<file path="src/rtl/fatori_mon_voter.sv">
// N-lane redundant result voter: M-of-N agreement with registered outputs, held error
// flags, per-lane loss streaks that mask persistently failing lanes, and an error counter.
module fatori_mon_voter #(
    parameter int N           = 3,
    parameter int M           = 2,
    parameter int WIDTH       = 32,
    parameter int HOLD        = 4,
    parameter int DISABLE_THR = 3
) (
    input  logic               clk_i,
    input  logic               rst_i,
    input  logic [N-1:0]       lane_valid_i,
    input  logic [N*WIDTH-1:0] lane_data_i,
    input  logic               clear_i,
    output logic [WIDTH-1:0]   data_o,
    output logic               valid_o,
    output logic               min_err_o,
    output logic               maj_err_o,
    output logic [N-1:0]       lane_fault_o,
    output logic [7:0]         err_cnt_o
);

    localparam int CW = $clog2(N + 1);
    localparam int IW = $clog2(N);
    localparam int SW = (DISABLE_THR > 0) ? $clog2(DISABLE_THR + 1) : 1;
    localparam int HW = (HOLD > 0) ? $clog2(HOLD + 1) : 1;

    localparam logic [CW-1:0] M_CNT      = CW'(M);
    localparam logic [SW-1:0] STREAK_MAX = SW'(DISABLE_THR);
    localparam logic [HW-1:0] HOLD_INIT  = HW'(HOLD);

    // Registered state
    logic [WIDTH-1:0] data_q,     data_d;
    logic             valid_q,    valid_d;
    logic             min_err_q,  min_err_d;
    logic             maj_err_q,  maj_err_d;
    logic [HW-1:0]    min_hold_q, min_hold_d;
    logic [HW-1:0]    maj_hold_q, maj_hold_d;
    logic [N-1:0]     mask_q,     mask_d;
    logic [SW-1:0]    streak_q [N];
    logic [SW-1:0]    streak_d [N];
    logic [7:0]       err_cnt_q,  err_cnt_d;

    // Vote evaluation
    logic [WIDTH-1:0] lane_data [N];
    logic [CW-1:0]    agree_cnt [N];
    logic [N-1:0]     part_valid;
    logic [N-1:0]     lane_agree;
    logic             vote;
    logic             win_found;
    logic             first_found;
    logic [IW-1:0]    win_idx;
    logic [IW-1:0]    first_idx;
    logic [IW-1:0]    sel_idx;
    logic             maj_ev;
    logic             min_ev;

    always_comb begin
        for (int k = 0; k < N; k++) begin
            lane_data[k] = lane_data_i[k*WIDTH +: WIDTH];
        end

        part_valid  = lane_valid_i & ~mask_q;
        vote        = |part_valid;
        win_found   = 1'b0;
        win_idx     = '0;
        first_found = 1'b0;
        first_idx   = '0;
        lane_agree  = '0;

        for (int k = 0; k < N; k++) begin
            agree_cnt[k] = '0;
            for (int j = 0; j < N; j++) begin
                if (part_valid[j] && (lane_data[j] == lane_data[k])) begin
                    agree_cnt[k] = agree_cnt[k] + CW'(1);
                end
            end
        end

        // Ascending scan with "found" guards picks the lowest-indexed lane.
        for (int k = 0; k < N; k++) begin
            if (!first_found && part_valid[k]) begin
                first_found = 1'b1;
                first_idx   = IW'(k);
            end
            if (!win_found && part_valid[k] && (agree_cnt[k] >= M_CNT)) begin
                win_found = 1'b1;
                win_idx   = IW'(k);
            end
        end

        sel_idx = win_found ? win_idx : first_idx;
        maj_ev  = vote && !win_found;

        for (int k = 0; k < N; k++) begin
            lane_agree[k] = part_valid[k] && win_found && (lane_data[k] == lane_data[win_idx]);
        end

        // An unmasked lane that is invalid or differs from the winner is a minority error.
        min_ev = vote && (maj_ev || |(~mask_q & ~lane_agree));
    end

    // Result register: data holds across idle cycles, valid marks a vote.
    always_comb begin
        valid_d = vote;
        data_d  = data_q;
        if (vote) begin
            data_d = lane_data[sel_idx];
        end
    end

    // Error flags restart their hold window on every new event.
    always_comb begin
        min_err_d  = 1'b0;
        min_hold_d = '0;
        if (min_ev) begin
            min_err_d  = 1'b1;
            min_hold_d = HOLD_INIT;
        end else if (min_hold_q != '0) begin
            min_err_d  = 1'b1;
            min_hold_d = min_hold_q - HW'(1);
        end

        maj_err_d  = 1'b0;
        maj_hold_d = '0;
        if (maj_ev) begin
            maj_err_d  = 1'b1;
            maj_hold_d = HOLD_INIT;
        end else if (maj_hold_q != '0) begin
            maj_err_d  = 1'b1;
            maj_hold_d = maj_hold_q - HW'(1);
        end
    end

    // Streaks, lane mask and error count; clear wins over the vote's own updates.
    always_comb begin
        int remain;
        streak_d  = streak_q;
        mask_d    = mask_q;
        err_cnt_d = err_cnt_q;
        remain    = 0;

        for (int k = 0; k < N; k++) begin
            if (!mask_q[k]) begin
                remain = remain + 1;
            end
        end

        if (vote) begin
            for (int k = 0; k < N; k++) begin
                if (!mask_q[k]) begin
                    if (maj_ev || !lane_agree[k]) begin
                        if (streak_q[k] != STREAK_MAX) begin
                            streak_d[k] = streak_q[k] + SW'(1);
                        end
                    end else begin
                        streak_d[k] = '0;
                    end
                end
            end

            // Mask in index order while at least M lanes would still participate.
            if (DISABLE_THR > 0) begin
                for (int k = 0; k < N; k++) begin
                    if (!mask_q[k] && (streak_d[k] == STREAK_MAX) && (remain > M)) begin
                        mask_d[k] = 1'b1;
                        remain    = remain - 1;
                    end
                end
            end

            if (min_ev && (err_cnt_q != 8'hFF)) begin
                err_cnt_d = err_cnt_q + 8'd1;
            end
        end

        if (clear_i) begin
            mask_d    = '0;
            err_cnt_d = '0;
            for (int k = 0; k < N; k++) begin
                streak_d[k] = '0;
            end
        end
    end

    // NOTE: state registers use non-blocking assignments so every flop samples pre-edge values.
    always_ff @(posedge clk_i) begin
        if (rst_i) begin
            data_q     <= '0;
            valid_q    <= 1'b0;
            min_err_q  <= 1'b0;
            maj_err_q  <= 1'b0;
            min_hold_q <= '0;
            maj_hold_q <= '0;
            mask_q     <= '0;
            err_cnt_q  <= '0;
            for (int k = 0; k < N; k++) begin
                streak_q[k] <= '0;
            end
        end else begin
            data_q     <= data_d;
            valid_q    <= valid_d;
            min_err_q  <= min_err_d;
            maj_err_q  <= maj_err_d;
            min_hold_q <= min_hold_d;
            maj_hold_q <= maj_hold_d;
            mask_q     <= mask_d;
            err_cnt_q  <= err_cnt_d;
            for (int k = 0; k < N; k++) begin
                streak_q[k] <= streak_d[k];
            end
        end
    end

    assign data_o       = data_q;
    assign valid_o      = valid_q;
    assign min_err_o    = min_err_q;
    assign maj_err_o    = maj_err_q;
    assign lane_fault_o = mask_q;
    assign err_cnt_o    = err_cnt_q;

endmodule

</file>
<file path="config.mk">
export PLATFORM = sky130hd
export DESIGN_NAME = fatori_mon_voter
export DESIGN_NICKNAME = d
export VERILOG_FILES = /design/src/rtl/fatori_mon_voter.sv
export SDC_FILE = /design/constraint.sdc
export NUM_CORES = 1
export LEC_CHECK = 0
export ABC_AREA = 1
export CELL_PAD_IN_SITES_DETAIL_PLACEMENT = 1
export CELL_PAD_IN_SITES_GLOBAL_PLACEMENT = 1
export CORE_MARGIN = 10
export CORE_UTILIZATION = 33
export CTS_CLUSTER_SIZE = 12
export DETAILED_ROUTE_END_ITERATION = 16
export PLACE_DENSITY = 0.85
export SYNTH_ARGS = -nofsm -noshare
export SYNTH_HDL_FRONTEND = slang
export SYNTH_SLANG_ARGS = --single-unit
</file>
<file path="constraint.sdc">
create_clock -name clk_i -period 3.5 [get_ports clk_i]
set_input_delay 0.7 -clock clk_i [delete_from_list [all_inputs] [get_ports clk_i]]
set_output_delay 0.7 -clock clk_i [all_outputs]
set_load 0.1 [all_outputs]
</file>
Word level (Yosys, flattened, before mapping)
Index checks and enable logic that the tools add are counted.
{"block": "classes", "muxes": 52, "n_addsub": 16, "n_lt_le_gt_ge": 8, "reduce_logical": 54, "n_bitwise": 8, "eq_ne": 16}
{"operator": "$mux 32", "count": 10}
{"operator": "$eq 32x32->1", "count": 9}
{"operator": "$bmux 32 s2", "count": 2}
{"operator": "$gt 32x3->1 const B", "count": 3}
{"operator": "$add 32x2->32 const B", "count": 2}
{"operator": "$sub 32x2->32 const B", "count": 2}
{"operator": "$mux 2", "count": 21}
{"operator": "$logic_and 1x1->1", "count": 28}
{"operator": "$mux 1", "count": 15}
{"operator": "$add 2x1->2 const B", "count": 7}
{"operator": "$mux 3", "count": 4}
{"operator": "$reduce_or 3->1", "count": 4}
{"operator": "$logic_not 1->1", "count": 11}
{"operator": "$add 8x1->8 const B", "count": 1}
{"operator": "$ne 8x8->1 const B", "count": 1}
{"operator": "$reduce_and 2->1", "count": 4}
{"operator": "$and 3x3->3", "count": 2}
{"operator": "$eq 2x2->1 const B", "count": 3}
{"operator": "$ge 2x2->1 const B", "count": 3}
{"operator": "$ge 3x3->1 const B", "count": 2}
{"operator": "$ne 2x2->1 const B", "count": 3}
{"operator": "$not 2->3", "count": 2}
{"operator": "$not 3->3", "count": 2}
{"operator": "$reduce_bool 3->1", "count": 2}
{"operator": "5 further kinds", "count": 11}
{"block": "word_totals", "reg_bits": 58, "word_cells": 169}

Logic depth before layout (Yosys ltp)
{"block": "logic_depth", "ltp_word": 41, "ltp_mapped": 23}

Least setup slack after synthesis
No wires, ideal clock.
{"block": "synth_path", "kind": "flip-flop to flip-flop", "from": "reg mask_q[0], in the netlist lane_fault_o[0]", "to": "reg mask_q[2], in the netlist lane_fault_o[2]", "setup_time_ns": 0.143, "synth_period_minus_slack_ns": 3.618, "path_slack_ns": -0.118, "t_arrival_ns": 3.475, "stages_incl_launch_ff": 17, "path_cell_list": "dfxtp_1 > inv_2 > fa_1 > inv_1 > ha_1 > a21oi_1 > nand4_1 > nand2_1 > nand2_1 > ha_1 > inv_1 > nand3_1 > nand3_1 > nand2_1 > nor2_1 > o21bai_1 > a21oi_1"}
{"block": "synth_between", "elab_chain_cells": 41, "word_cells_on_any_way": 90}
{"item": "start: declaration", "line_no": "39", "text": "logic [N-1:0] mask_q, mask_d;"}
{"item": "start signal: assignment", "line_no": "207", "text": "mask_q <= mask_d;"}
{"item": "$not 3->3", "line_no": "63", "text": "part_valid = lane_valid_i & ~mask_q;"}
{"item": "$and 3x3->3", "line_no": "63"}
{"item": "$mux 1", "line_no": "74", "text": "if (part_valid[j] && (lane_data[j] == lane_data[k])) begin"}
{"item": "$add 1x1->2", "line_no": "75", "text": "agree_cnt[k] = agree_cnt[k] + CW'(1);"}
{"item": "$mux 2", "line_no": "74"}
{"item": "$add 2x1->2", "line_no": "75"}
{"item": "$mux 2", "line_no": "74"}
{"item": "$ge 2x2->1", "line_no": "86", "text": "if (!win_found && part_valid[k] && (agree_cnt[k] >= M_CNT)) begin"}
{"item": "[... 25 more ...]"}
{"item": "$mux 32", "line_no": "149", "text": "if (vote) begin"}
{"item": "$gt 32x3->1", "line_no": "165", "text": "if (!mask_q[k] && (streak_d[k] == STREAK_MAX) && (remain > M)) begin"}
{"item": "$logic_and 1x1->1", "line_no": "165"}
{"item": "$mux 32", "line_no": "165"}
{"item": "$mux 32", "line_no": "149"}
{"item": "$gt 32x3->1", "line_no": "165"}
{"item": "$logic_and 1x1->1", "line_no": "165"}
{"item": "$reduce_and 2->1 (no source line) *"}
Mark *: on every way between the ends. The rest lies on a longest branch, timed or not. The select of a mux whose other input is x is not followed.
A chain may end at the register's enable or synchronous reset.

Final worst setup path
{"block": "layout_path", "from": "in lane_data_i[16]", "to": "reg mask_q[2], in the netlist lane_fault_o[2]"}
{"block": "layout_between", "elab_chain_cells": 39, "word_cells_on_any_way": 83}
{"item": "start: declaration", "line_no": "13", "text": "input logic [N*WIDTH-1:0] lane_data_i,"}
{"item": "$eq 32x32->1", "line_no": "74"}
{"item": "$logic_and 1x1->1", "line_no": "74"}
{"item": "$mux 2", "line_no": "74"}
{"item": "$add 2x1->2", "line_no": "75"}
{"item": "$mux 2", "line_no": "74"}
{"item": "$ge 2x2->1", "line_no": "86"}
{"item": "$logic_and 1x1->1", "line_no": "86"}
{"item": "$mux 1", "line_no": "86"}
{"item": "[... 23 more ...]"}
{"item": "$mux 32", "line_no": "149"}
{"item": "$gt 32x3->1", "line_no": "165"}
{"item": "$logic_and 1x1->1", "line_no": "165"}
{"item": "$mux 32", "line_no": "165"}
{"item": "$mux 32", "line_no": "149"}
{"item": "$gt 32x3->1", "line_no": "165"}
{"item": "$logic_and 1x1->1 *", "line_no": "165"}
{"item": "$reduce_and 2->1 (no source line) *"}
Marks and branches as above.

==> flow_summary_export.csv <==
group,metric,value,unit
die,top_level_ports,148,
synthesis,netlist_instances,927,
clock_tree,post_cts_resized,0,
clock_tree,ctsLongestPathBuffers,2,
clock_tree,hold_buffers,0,
clock_tree,clk_pin_slew,0.06,ns
critical_path,worst_setup_path_start_kind,"input port",
global_routing,grt_max_degree,33,
layout,drive_gt1_share,10.4,%
die,die_area,0.0217,mm^2
global_routing,antenna_found_initial,0,
place,dp_hpwl,19300,um
synthesis,synth_nets,1044,
drt,dr.pass1.iters,5,
pwr,ir_worst_vdd,227,uV
synthesis,synth_cell_types,37,
global_routing,grt-ovfl-total,0,
critical_path,critPathMaxFanout,4,
drt,routed_via_density,5.15,
layout,area_growth,41.2,%
drt,drt-total-wl,24200,um
critical_path,worstPathRequired,3.71,ns
clock_tree,postCtsSetupBuffers,0,
place,dp_slack,-0.0462,ns
critical_path,endpoint_kind,"register",
layout,n_fill_cell,2198,
drt,ant_nets,0,
run,max-cap-violations,0,
layout,fin_nets,1207,
pwr,powerDensity,376,mW/mm^2
synthesis,yosys_warnings,0,
synthesis,syn_avg_cell_area,5.78,um^2
pwr,p_leak,3.50,nW
critical_path,worstPathArrival,3.45,ns
worst_hold_path,hp-class,"register to register",
die,die_x,147,um
drt,drc,0,
drt,first_iter_violations,367,
clock_tree,cts-root-buf,"clkbuf_16",
clock_tree,worstSkewPairLatency,0.35,ns
place,place.gp.congestion,0.963,
clock_tree,htree_levels,3,
place,portBuffers,147,
die,fp-row-count,46,
layout,num_antenna_cells,0,
timing,slew_headroom,33.0,%
run_status,outcome,"completed",
die,start_util,33.7,%
synthesis,syn_area,0.00536,mm^2
global_routing,grt_pass1_vias,6924,
drt,vias,6751,
timing,fmax,0.309,GHz
synthesis,ys_seq_area_share,21.7,%
layout,utilization,47.6,%
die,die_h,147,um
timing,final.period_utilization,92.6,%
timing,fin_crit,3.24,ns
critical_path,crit_type,"input port to register",
clock_tree,tritoncts,"done",
global_routing,groute.usage.overall,21.9,%
timing,worst_pin_slew,1.00,ns
drt,post_drt_wl_per_cell,18.5,um
timing,clock_skew,0.00979,ns
timing,postLayoutSetupSlackWorst,0.260,ns
timing,finalMaxSlewViolations,0,
synthesis,ys_ff_latch,58,
timing,finalSetupViolations,0,
timing,final_hold_viol_count,0,
die,coreArea,0.0159,mm^2
global_routing,grt_pass1_wl,38300,um
clock_tree,clock-sinks,58,
clock_tree,cts-buffers-inserted,9,
[final timing paths]
path                    from         endpoint  slack, ns  depth (start not counted)
max reg2reg  lane_fault_o[2]  lane_fault_o[2]       0.39                         16
min            maj_hold_q[0]    maj_hold_q[0]       0.41                          1
max          lane_data_i[16]  lane_fault_o[2]       0.26                         22
min reg2reg    maj_hold_q[0]    maj_hold_q[0]       0.41                          1
[per-layer routing]
layer  wire length, um  up-vias  GRT usage [%]
met5                 0        -              0
met2             11500      229           36.9
met3              1420       28           4.46
met4               410        0           6.59
li1                  -     3275              -
met1             10900     3219           27.5
[worst max-delay path: stages]
cell and delay (ns):
clkdlybuf4s50_1 0.59, inv_1 0.08, nand2_1 0.13, and2_1 0.14, nand2_1 0.05, nor2_1 0.12, nand2_1 0.07, nor2_1 0.16
nand3_2 0.12, nand4_1 0.14, nand2_1 0.11, nand2_2 0.12, inv_1 0.07, ha_1 0.20, inv_1 0.07, nand3_1 0.09
nand2_1 0.10, nand2_1 0.08, nand2_1 0.08, nand2_1 0.05, o21bai_1 0.13, a21oi_1 0.07
[registers in the layout, indices dropped and copies added (netlist names)]
register and flops:
data_o 32, err_cnt_o 8, streak_q 6, lane_fault_o 3, maj_hold_q 3, min_hold_q 3
maj_err_o 1, min_err_o 1, valid_o 1
[through the flow]
| stage | instance area [um^2] | setup TNS [ns] | std cells | total power, mW | hold WS (ns) |
|---|---|---|---|---|---|
| 3_3_place_gp | 7190 | 0 | 1295 | 1.73 | 0.401 |
| 4_1_cts | 7540 | 0 | 1311 | 2.85 | 0.414 |
| 6_report | 7560 | 0 | 1311 | 2.84 | 0.410 |
| 3_5_place_dp | 7190 | -0.0462 | 1295 | 1.74 | 0.407 |
| 5_1_grt | 7560 | -0.00208 | 1311 | 2.96 | 0.436 |
| 2_1_floorplan | 5360 | 0 | 927 | 1.36 | 0.391 |
[cell usage after synthesis (all sizes together)]
cell	count	area share, %
nand2	276	20
dfxtp	58	22
or2	1	0.12
nor2	106	7.7
a211oi	2	0.28
buf	6	0.82
nand4	18	2.1
nand3	43	4.1
a21oi	110	11
nor3b	4	0.56
nand2b	1	0.12
clkbuf	18	1.3
o21bai	1	0.14
xor2	19	3.1
fa	1	0.37
and2	5	0.58
nor3	8	0.75
ha	14	3.3
o211ai	3	0.42
o21ai	69	6.4
xnor2	32	5.2
nand3b	1	0.14
and3	1	0.12
nor4	4	0.47
inv	126	8.9
[area by class of cell]
cell class | instances | area [um^2] | share of cell area [%]
Multi-Input combinational cell | 719 | 3630 | 48.1
Tap cell | 216 | 270 | 3.57
Sequential cell | 58 | 1160 | 15.4
Inverter | 126 | 478 | 6.32
Clock buffer | 9 | 225 | 2.98
Clock inverter | 7 | 125 | 1.65
Timing Repair Buffer | 176 | 1660 | 22.0
[layout by cell type, fill, tap and decap left out, drive strengths merged, types with 3 or more instances in the layout]
| master | n |
|---|---|
| a21oi | 110 |
| o211ai | 3 |
| nand2 | 276 |
| nor2 | 106 |
| dfxtp | 58 |
| o21ai | 69 |
| nand4 | 18 |
| clkbuf | 9 |
| nand3 | 43 |
| buf | 41 |
| nor3b | 4 |
| inv | 128 |
| xnor2 | 32 |
| nor4 | 4 |
| nor3 | 8 |
| clkdlybuf4s50 | 133 |
| xor2 | 19 |
| bufinv | 3 |
| and2 | 5 |
| ha | 14 |
[where the power goes]
group	leakage [nW]	switching, mW	internal [mW]	total [mW]
clock network	0.171	0.390	0.704	1.09
registers	0.481	0.0238	0.706	0.730
logic	2.85	0.691	0.329	1.02
total	3.50	1.10	1.74	2.84
[logic make-up after synthesis]
family	synth area share [%]
and+or+nand+nor	37.2
AOI/OAI and AO/OA	18.1
buffers and inverters	11.0
DFF	21.7
xor gates and xnor gates	8.34
adders and majority gates	3.64
(Power assumes the default switching activity.)
